## src/rtl/mem_access_ctrl_pkg.sv

```systemverilog
// -----------------------------------------------------------------------------
// mem_access_ctrl_pkg
//   Shared constants for the data-memory access controller: default memory
//   geometry, request opcode encodings and FSM state encodings.
// -----------------------------------------------------------------------------
package mem_access_ctrl_pkg;

  // Default memory geometry.
  localparam int unsigned ADDR_WIDTH   = 10;
  localparam int unsigned DATA_WIDTH   = 8;
  localparam int unsigned MEMORY_DEPTH = 1024;

  // Request opcodes. 2'b11 is reserved and rejected with resp_err.
  localparam logic [1:0] MEM_OP_LOAD  = 2'b00;
  localparam logic [1:0] MEM_OP_STORE = 2'b01;
  localparam logic [1:0] MEM_OP_FILL  = 2'b10;

  // FSM states.
  localparam logic [2:0] ST_IDLE  = 3'd0;
  localparam logic [2:0] ST_LOAD  = 3'd1;
  localparam logic [2:0] ST_STORE = 3'd2;
  localparam logic [2:0] ST_FILL  = 3'd3;
  localparam logic [2:0] ST_RESP  = 3'd4;

endpackage : mem_access_ctrl_pkg

```

## src/rtl/mem_access_ctrl.sv

```systemverilog
// -----------------------------------------------------------------------------
// mem_access_ctrl
//   Initiator for a single-port data memory (combinational read, synchronous
//   write). Accepts load / store / fill requests over valid/ready, drives the
//   memory port and returns exactly one response per accepted request.
//
// Ports
//   clk, rst        clock; asynchronous active-high reset
//   req_valid/ready request handshake (ready only while idle)
//   req_op          00 load, 01 store, 10 fill, 11 illegal
//   req_addr        word address (fill: start address)
//   req_wdata       store data / fill pattern
//   req_len         fill word count
//   resp_valid/ready response handshake; response held until accepted
//   resp_rdata      load data, zero otherwise
//   resp_err        request rejected, memory untouched
//   mem_*           memory port (write_en, address, data_in, read_data)
//   busy            controller not idle
// -----------------------------------------------------------------------------
module mem_access_ctrl
  import mem_access_ctrl_pkg::*;
#(
  parameter int unsigned ADDR_W = ADDR_WIDTH,
  parameter int unsigned DATA_W = DATA_WIDTH,
  parameter int unsigned DEPTH  = MEMORY_DEPTH
) (
  input  logic              clk,
  input  logic              rst,
  input  logic              req_valid,
  output logic              req_ready,
  input  logic [1:0]        req_op,
  input  logic [ADDR_W-1:0] req_addr,
  input  logic [DATA_W-1:0] req_wdata,
  input  logic [ADDR_W-1:0] req_len,
  output logic              resp_valid,
  input  logic              resp_ready,
  output logic [DATA_W-1:0] resp_rdata,
  output logic              resp_err,
  output logic              mem_write_en,
  output logic [ADDR_W-1:0] mem_address,
  output logic [DATA_W-1:0] mem_data_in,
  input  logic [DATA_W-1:0] mem_read_data,
  output logic              busy
);

  localparam logic [ADDR_W:0] DEPTH_EXT = (ADDR_W+1)'(DEPTH);

  logic [2:0]        state_q,        state_d;
  logic              req_ready_q,    req_ready_d;
  logic              resp_valid_q,   resp_valid_d;
  logic [DATA_W-1:0] resp_rdata_q,   resp_rdata_d;
  logic              resp_err_q,     resp_err_d;
  logic              mem_write_en_q, mem_write_en_d;
  logic [ADDR_W-1:0] mem_address_q,  mem_address_d;
  logic [DATA_W-1:0] mem_data_in_q,  mem_data_in_d;
  logic [ADDR_W-1:0] fill_left_q,    fill_left_d;   // fill writes remaining after the current one
  logic              busy_q,         busy_d;

  logic              accept;
  logic [ADDR_W:0]   fill_end;

  assign accept = req_valid & req_ready_q;

  // One bit wider than the address so start+len never wraps in the check.
  assign fill_end = {1'b0, req_addr} + {1'b0, req_len};

  always_comb begin
    // NOTE: every variable gets a default here so no path leaves it unassigned
    // (which would infer a latch); holding the flop value is the default.
    state_d        = state_q;
    req_ready_d    = req_ready_q;
    resp_valid_d   = resp_valid_q;
    resp_rdata_d   = resp_rdata_q;
    resp_err_d     = resp_err_q;
    mem_write_en_d = 1'b0;
    mem_address_d  = mem_address_q;
    mem_data_in_d  = mem_data_in_q;
    fill_left_d    = fill_left_q;

    case (state_q)
      ST_IDLE: begin
        // req_ready comes up on the first edge after reset release.
        req_ready_d = 1'b1;
        if (accept) begin
          req_ready_d  = 1'b0;
          resp_rdata_d = '0;
          resp_err_d   = 1'b0;
          case (req_op)
            MEM_OP_LOAD: begin
              mem_address_d = req_addr;
              state_d       = ST_LOAD;
            end
            MEM_OP_STORE: begin
              mem_write_en_d = 1'b1;
              mem_address_d  = req_addr;
              mem_data_in_d  = req_wdata;
              state_d        = ST_STORE;
            end
            MEM_OP_FILL: begin
              if (fill_end > DEPTH_EXT) begin
                resp_err_d   = 1'b1;
                resp_valid_d = 1'b1;
                state_d      = ST_RESP;
              end else if (req_len == '0) begin
                resp_valid_d = 1'b1;
                state_d      = ST_RESP;
              end else begin
                mem_write_en_d = 1'b1;
                mem_address_d  = req_addr;
                mem_data_in_d  = req_wdata;
                fill_left_d    = req_len - ADDR_W'(1);
                state_d        = ST_FILL;
              end
            end
            default: begin
              resp_err_d   = 1'b1;
              resp_valid_d = 1'b1;
              state_d      = ST_RESP;
            end
          endcase
        end
      end

      ST_LOAD: begin
        // Memory read is combinational on mem_address, valid this cycle.
        resp_rdata_d = mem_read_data;
        resp_valid_d = 1'b1;
        state_d      = ST_RESP;
      end

      ST_STORE: begin
        resp_valid_d = 1'b1;
        state_d      = ST_RESP;
      end

      ST_FILL: begin
        if (fill_left_q == '0) begin
          resp_valid_d = 1'b1;
          state_d      = ST_RESP;
        end else begin
          mem_write_en_d = 1'b1;
          mem_address_d  = mem_address_q + ADDR_W'(1);
          fill_left_d    = fill_left_q - ADDR_W'(1);
        end
      end

      ST_RESP: begin
        if (resp_ready) begin
          resp_valid_d = 1'b0;
          req_ready_d  = 1'b1;
          state_d      = ST_IDLE;
        end
      end

      default: begin
        state_d     = ST_IDLE;
        req_ready_d = 1'b0;
      end
    endcase

    busy_d = (state_d != ST_IDLE);
  end

  // NOTE: sequential state uses non-blocking assignments only, so every flop
  // samples the pre-edge value of the others regardless of statement order.
  always_ff @(posedge clk or posedge rst) begin
    if (rst) begin
      state_q        <= ST_IDLE;
      req_ready_q    <= 1'b0;
      resp_valid_q   <= 1'b0;
      resp_rdata_q   <= '0;
      resp_err_q     <= 1'b0;
      mem_write_en_q <= 1'b0;
      mem_address_q  <= '0;
      mem_data_in_q  <= '0;
      fill_left_q    <= '0;
      busy_q         <= 1'b0;
    end else begin
      state_q        <= state_d;
      req_ready_q    <= req_ready_d;
      resp_valid_q   <= resp_valid_d;
      resp_rdata_q   <= resp_rdata_d;
      resp_err_q     <= resp_err_d;
      mem_write_en_q <= mem_write_en_d;
      mem_address_q  <= mem_address_d;
      mem_data_in_q  <= mem_data_in_d;
      fill_left_q    <= fill_left_d;
      busy_q         <= busy_d;
    end
  end

  assign req_ready    = req_ready_q;
  assign resp_valid   = resp_valid_q;
  assign resp_rdata   = resp_rdata_q;
  assign resp_err     = resp_err_q;
  assign mem_write_en = mem_write_en_q;
  assign mem_address  = mem_address_q;
  assign mem_data_in  = mem_data_in_q;
  assign busy         = busy_q;

endmodule : mem_access_ctrl

```

## config.mk

```make
export PLATFORM = sky130hd
export DESIGN_NAME = mem_access_ctrl
export DESIGN_NICKNAME = d
export VERILOG_FILES = /design/src/rtl/mem_access_ctrl_pkg.sv /design/src/rtl/mem_access_ctrl.sv
export SDC_FILE = /design/constraint.sdc
export NUM_CORES = 1
export LEC_CHECK = 0
export ABC_AREA = 1
export CAP_MARGIN = 20
export CORE_MARGIN = 3
export CORE_UTILIZATION = 49
export DETAILED_ROUTE_END_ITERATION = 10
export PLACE_DENSITY = 0.78
export SLEW_MARGIN = 0
export SYNTH_ARGS = -nofsm -noshare
export SYNTH_HDL_FRONTEND = slang
export SYNTH_SLANG_ARGS = --single-unit
```

## constraint.sdc

```tcl
create_clock -name clk -period 4.1 [get_ports clk]
set_clock_uncertainty 0.2 [all_clocks]
set_input_delay 0.82 -clock clk [delete_from_list [all_inputs] [get_ports clk]]
set_output_delay 0.82 -clock clk [all_outputs]
set_load 0.01 [all_outputs]
```

Yosys cells after proc, flatten, opt, wreduce, memory -nomap -nowiden
Cells that the tools add are included.
Storage, ports and cells
  flip-flop bits (word level): 44
  memory bits (read-only): 0
  memories: 0
  bits in writable memories: 0
  bits of input ports: 42
  latch bits: 0
  word-level logic and storage cells: 98
Cells by class
  multipliers: 0
  add/sub/neg operators: 4
  equal/unequal tests: 20
  mux-type cells: 42
  shift-type cells: 0
  divide/modulo/power cells: 0
  order comparisons: 1
  bitwise gates (word level): 2
  reduce and logical (&&, ||, !) cells: 19
Operators by type and width (number)
  2-to-1 mux 10 bit: 9
  case mux 10 bit (2 select lines): 3
  case mux 8 bit (2 select lines): 2
  2-to-1 mux 8 bit: 3
  zero test 10 bit: 2
  subtractor 10 x 1 -> 10 bit, second input constant: 2
  != test 2 bit, second input constant: 9
  AND reduction 6 bit: 3
  2-to-1 mux 3 bit: 5
  2-to-1 mux 1 bit: 12
  case mux 3 bit (4 select lines): 1
  adder 10 x 10 -> 11 bit: 1
  greater-than comparator 11 bit, second input constant: 1
  adder 10 x 1 -> 10 bit, second input constant: 1
  case mux 3 bit (3 select lines): 1
  case mux 1 bit (2 select lines): 4
  equality test 3 x 2 -> 1 bit, second input constant: 2
  != test 3 bit, second input constant: 2
  AND reduction 2 bit: 3
  nonzero test 2 bit: 3
  AND reduction 5 bit: 1
  != test 4 bit, second input constant: 1
  case mux 1 bit (4 select lines): 1
  nonzero test 4 bit: 1
  other kinds (14): 15

Longest topological paths before layout
  depth after elaboration: 7
  depth in mapped cells: 20
  gate-level depth less buffers: 20

Worst setup path before layout
Ideal clock, no wire load.
  path kind: input-to-reg
  start: input req_addr[0]
  end: register busy_q (netlist: busy)
  library setup time: 128 ps
  data arrival time: 2681 ps
  required time: 3772 ps
  slack: 1091 ps
  stages on the path: 18
  cell sequence: ha_1 inv_1 fa_1 inv_1 nand2_1 nand2_1 nand3_1 nand2_1 nand2_1 nand2_1 nand3_1 o21bai_4 nand2_1 nand2_2 buf_6 nand2_4 a21oi_4 nand3_2
Between the ends
  cells in the longest elaborated chain, start to end: 7
Ends and longest elaborated chain
  from (decl): RTL line mem_access_ctrl.sv:32  | input logic [ADDR_W-1:0] req_addr,
  adder 10 x 10 -> 11 bit: RTL line mem_access_ctrl.sv:65  | assign fill_end = {1'b0, req_addr} + {1'b0, req_len};
  greater-than comparator 11 bit: RTL line mem_access_ctrl.sv:100  | if (fill_end > DEPTH_EXT) begin
  2-to-1 mux 3 bit: RTL line mem_access_ctrl.sv:100
  case mux 3 bit (3 select lines): RTL line mem_access_ctrl.sv:88  | case (req_op)
  2-to-1 mux 3 bit: RTL line mem_access_ctrl.sv:84  | if (accept) begin
  case mux 3 bit (4 select lines): RTL line mem_access_ctrl.sv:80  | case (state_q)
  nonzero test 3 bit: RTL line mem_access_ctrl.sv:161  | busy_d = (state_d != ST_IDLE);
  named net busy_d: RTL line mem_access_ctrl.sv:57  | logic busy_q, busy_d;
  to (signal assigned): RTL line mem_access_ctrl.sv:188  | busy_q <= busy_d;
  to (decl): RTL line mem_access_ctrl.sv:57
The timed path passes the listed nets, and every way through them passes these cells.
A chain may end at the register's enable or synchronous reset.

Worst setup path in the final report
  start: input req_len[0]
  end: register mem_address_q[5] (netlist: mem_address[5])
Between the ends
  cells in the longest elaborated chain, start to end: 4
Ends and longest elaborated chain
  from (decl): RTL line mem_access_ctrl.sv:34  | input logic [ADDR_W-1:0] req_len,
  adder 10 x 10 -> 11 bit: RTL line mem_access_ctrl.sv:65
  greater-than comparator 11 bit: RTL line mem_access_ctrl.sv:100
  != test 3 bit (no source line)
  AND reduction 6 bit (no source line) *
  to (signal assigned): RTL line mem_access_ctrl.sv:185  | mem_address_q <= mem_address_d;
  to (decl): RTL line mem_access_ctrl.sv:54  | logic [ADDR_W-1:0] mem_address_q, mem_address_d;
Every way passes the cells marked *; elsewhere a longest branch is shown, timed or not.

==> summary.txt <==
Run status
  – Status: finished clean

Critical path
  – Cell family with most CP delay: simple AND/OR/NAND/NOR gates
  – CP startpoint: req_len[0]
  – Crit Reg-Reg Endpoint: fill_left_q[8]
  – CP peak stage delay: 0.54 ns
  – Crit path capture: mem_address[5]
  – CP endpoint kind: flip-flop
  – Crit path cell chain: clkdlybuf4s50_1, ha_1, inv_1, fa_1, inv_1, nand2_1, nand2_1, nand3_1, nand2_1, nand2_1, nand2_1, nand3_1, o21bai_4, nand2_1, nand2_2, nand2_2, nand2_2, nand2_2, nand2_1, nand2_1
  – Worst reg2reg path startpoint: state_q[0]
  – WP buf/inv: 3
  – Register-to-Register Path Depth: 11
  – CP Depth: 20
  – Worst EP arrival: 3.64 ns
  – Req. time, crit path: 4.08 ns
  – Slowest stage cell, crit path: clkdlybuf4s50_1
  – Startpoint types: input pin
  – Crit path max fanout: 11
  – Crit-path most repeated cell: nand2_1
  – Worst R2R Setup Slack: 1.25 ns
  – Crit Path Class: input pin to flip-flop

GRT
  – Met2 Track Usage GR: 0.372
  – Most used routing layer in global routing: met2
  – Grt met3 use: 0.0435
  – Vias in the first global route: 2953
  – Initial antenna violation count: 0
  – First-pass GRT wire length: 13600 µm
  – Global route overflow: 0
  – GRT Total Usage: 0.224
  – Met1 Use GR: 0.300
  – Largest net degree at the start of global routing: 24

STA
  – Tcrit/Tclk final: 0.891
  – Min cycle time layout: 3.65 ns
  – Setup TNS: 0 ns
  – Worst-margin pin slew: 0.755 ns
  – Max Fclk: 274 MHz
  – RSZ-0062 raised after global routing: no
  – Slew HR: 0.493
  – Final hold slack: 0.279 ns
  – Final setup viols: 0
  – Final max-slew violation count: 0
  – Final hold viol count: 0

Min path
  – HP Class: flip-flop to flip-flop

Clock tree
  – Clock Tree Buf Depth: 2
  – Clock Sinks: 44
  – CTS clk-pin slew, worst paths: 0.08 ns
  – Worst-skew pair later-pin latency: 0.30 ns
  – Post-CTS Setup Inserts: 0
  – Num CTS Buffers: 5
  – Hold-fix buffers, CTS: 0
  – Clock root buffer: clkbuf_8
  – CTS tree: yes
  – Post-CTS sizing: 0
  – H-Tree Level Count: 2

Placed design
  – Detail Placement HPWL: 6400 µm
  – Gpl congestion: 0.900
  – PortBufs: 72
  – Placed insts: 585

Drt
  – Total number of vias: 3173
  – DRC viols: 0
  – Vias per std cell: 5.36
  – DR iter-0 viols: 188
  – Post-Route WL: 8200 µm
  – Avg WL per Cell: 13.9 µm
  – Post-DRT Antenna Nets: 0
  – 1st-pass router iterations: 5

Floorplan
  – Initial Util: 0.525
  – Core ar.: 6170 µm²
  – Row count: 28
  – Die span in x: 87.3 µm
  – Die footprint: 7620 µm²
  – # IOs: 73
  – Die Ht: 87.3 µm

Cells and area
  – Most common cell after layout, fill and taps aside: nand2_1
  – Layout area overhead: 27.4%
  – Layout cells sized above 1: 0.0754
  – Antenna cells: 0
  – Final Non-Filler Cells: 592
  – Layout Nets: 576
  – Most frequent cells in the layout: 145 x nand2_1, 72 x clkdlybuf4s50_1, 56 x nand3_1

Yosys
  – Post-synthesis instance total: 445
  – Synth Register Bits: 44
  – Synthesized Nets: 504
  – Avg Inst Size Synth: 7.28 µm²
  – Distinct cells, synth: 42
  – Top post-synthesis cells by area: dfrtp_1 34%, nand2_1 17%, nand3_1 8.7%
  – Post-synthesis cell area: 3240 µm²
  – Seq/Total Area, Yosys: 0.340
  – Yosys top cell by area: dfrtp_1
  – Top-area cell type share of the netlist area: 0.340
  – Yosys warns: 0

Power
  – PD cells: 555 nW/µm²
  – Leak: 2.10 nW
  – Worst VDD drop: 0.338 mV

Run
  – Max-cap violations: 0
-- logic make-up (layout without fill, tap and decap cells) --
| kind of cell | count (synthesis) | after routing | synth area share |
|---|---|---|---|
| mux | 7 | 7 | 0.0228 |
| compound gates | 43 | 43 | 0.0900 |
| simple gates | 258 | 258 | 0.360 |
| xor+xnor | 13 | 13 | 0.0352 |
| flops | 44 | 44 | 0.340 |
| buf+inv | 63 | 135 | 0.0842 |
| fa+ha+maj | 17 | 17 | 0.0680 |
-- where the power goes --
part | internal, mW | total (mW) | switching [mW]
clock | 0.240 | 0.392 | 0.152
combinational | 0.507 | 1.10 | 0.594
sequential | 0.627 | 0.799 | 0.172
total | 1.37 | 2.29 | 0.918
-- cell usage after synthesis --
cell      count
nand2_1     145
nand3_1      56
inv_1        51
dfrtp_1      44
nor2_1       24
ha_1         16
o21ai_0      12
a21oi_1       9
xor2_1        9
nand4_1       7
mux2i_1       6
o21ai_2       6
nand2_2       5
buf_6         4
nand2_4       4
nor4_1        4
xnor2_1       4
inv_2         3
nor3_1        3
o21ai_1       3
a22o_1        2
a31oi_1       2
buf_2         2
clkbuf_1      2
nor2_2        2
nor3_2        2
o211ai_1      2
o21bai_1      2
a21o_1        1
a21oi_4       1
a31o_2        1
and2_1        1
and3_1        1
buf_4         1
fa_1          1
mux2i_2       1
nand3_2       1
nand3_4       1
nor2_4        1
o21a_1        1
o21bai_4      1
or2_2         1
-- stage by stage --
| stage | utilization | total power [mW] | worst slack (ns) | cell area [µm²] |
|---|---|---|---|---|
| after global placement | 0.648 | 1.87 | 0.314 | 4000 |
| after global routing | 0.669 | 2.48 | 0.190 | 4130 |
| after floorplan | - | 1.46 | 1.09 | 3240 |
| after detailed placement | 0.648 | 1.91 | 0.181 | 4000 |
| final | 0.669 | 2.29 | 0.449 | 4130 |
| after CTS | 0.669 | 2.31 | 0.451 | 4130 |
-- worst min path at each step --
stage	cells after the start	startpoint	to	slack [ns]
finish	2	mem_data_in[2]	mem_data_in[2]	0.28
global route	2	mem_data_in[0]	mem_data_in[0]	0.31
CTS	2	mem_data_in[2]	mem_data_in[2]	0.28
detailed placement	2	mem_data_in[1]	mem_data_in[1]	0.26
global placement	2	mem_data_in[6]	mem_data_in[6]	0.25
floorplan	2	fill_left_q[6]	fill_left_q[6]	0.26
-- metal layers --
metal / vias to the layer above / routed length [µm]
met1: 1470 / 3600
met4: 0 / 97
met5: - / 0
met2: 109 / 3980
met3: 11 / 531
li1: 1583 / -
-- flip-flops by register name, indices dropped and copies added, names as in the netlist --
register / cells
resp_valid: 1
resp_rdata: 8
req_ready: 1
mem_address: 10
resp_err: 1
state_q: 3
busy: 1
fill_left_q: 10
mem_data_in: 8
mem_write_en: 1
-- worst register-to-register path: cells and delay by family (launching register included) --
kind | cells | cell delay [ns]
and+or+nand+nor | 6 | 1.07
DFF | 1 | 0.53
buffers and inverters | 2 | 0.36
AOI/OAI and AO/OA | 1 | 0.25
adders and majority gates | 1 | 0.18
xor gates and xnor gates | 1 | 0.16
-- cell type report --
type | count | area, µm²
inverters | 54 | 203
well taps | 75 | 93.8
multi-input cells | 338 | 1860
clock buffers | 5 | 68.8
fillers | 568 | 2040
clock inverters | 2 | 60.1
flip-flops and latches | 44 | 1100
repair buffers | 74 | 736
(Power assumes the default switching activity.)
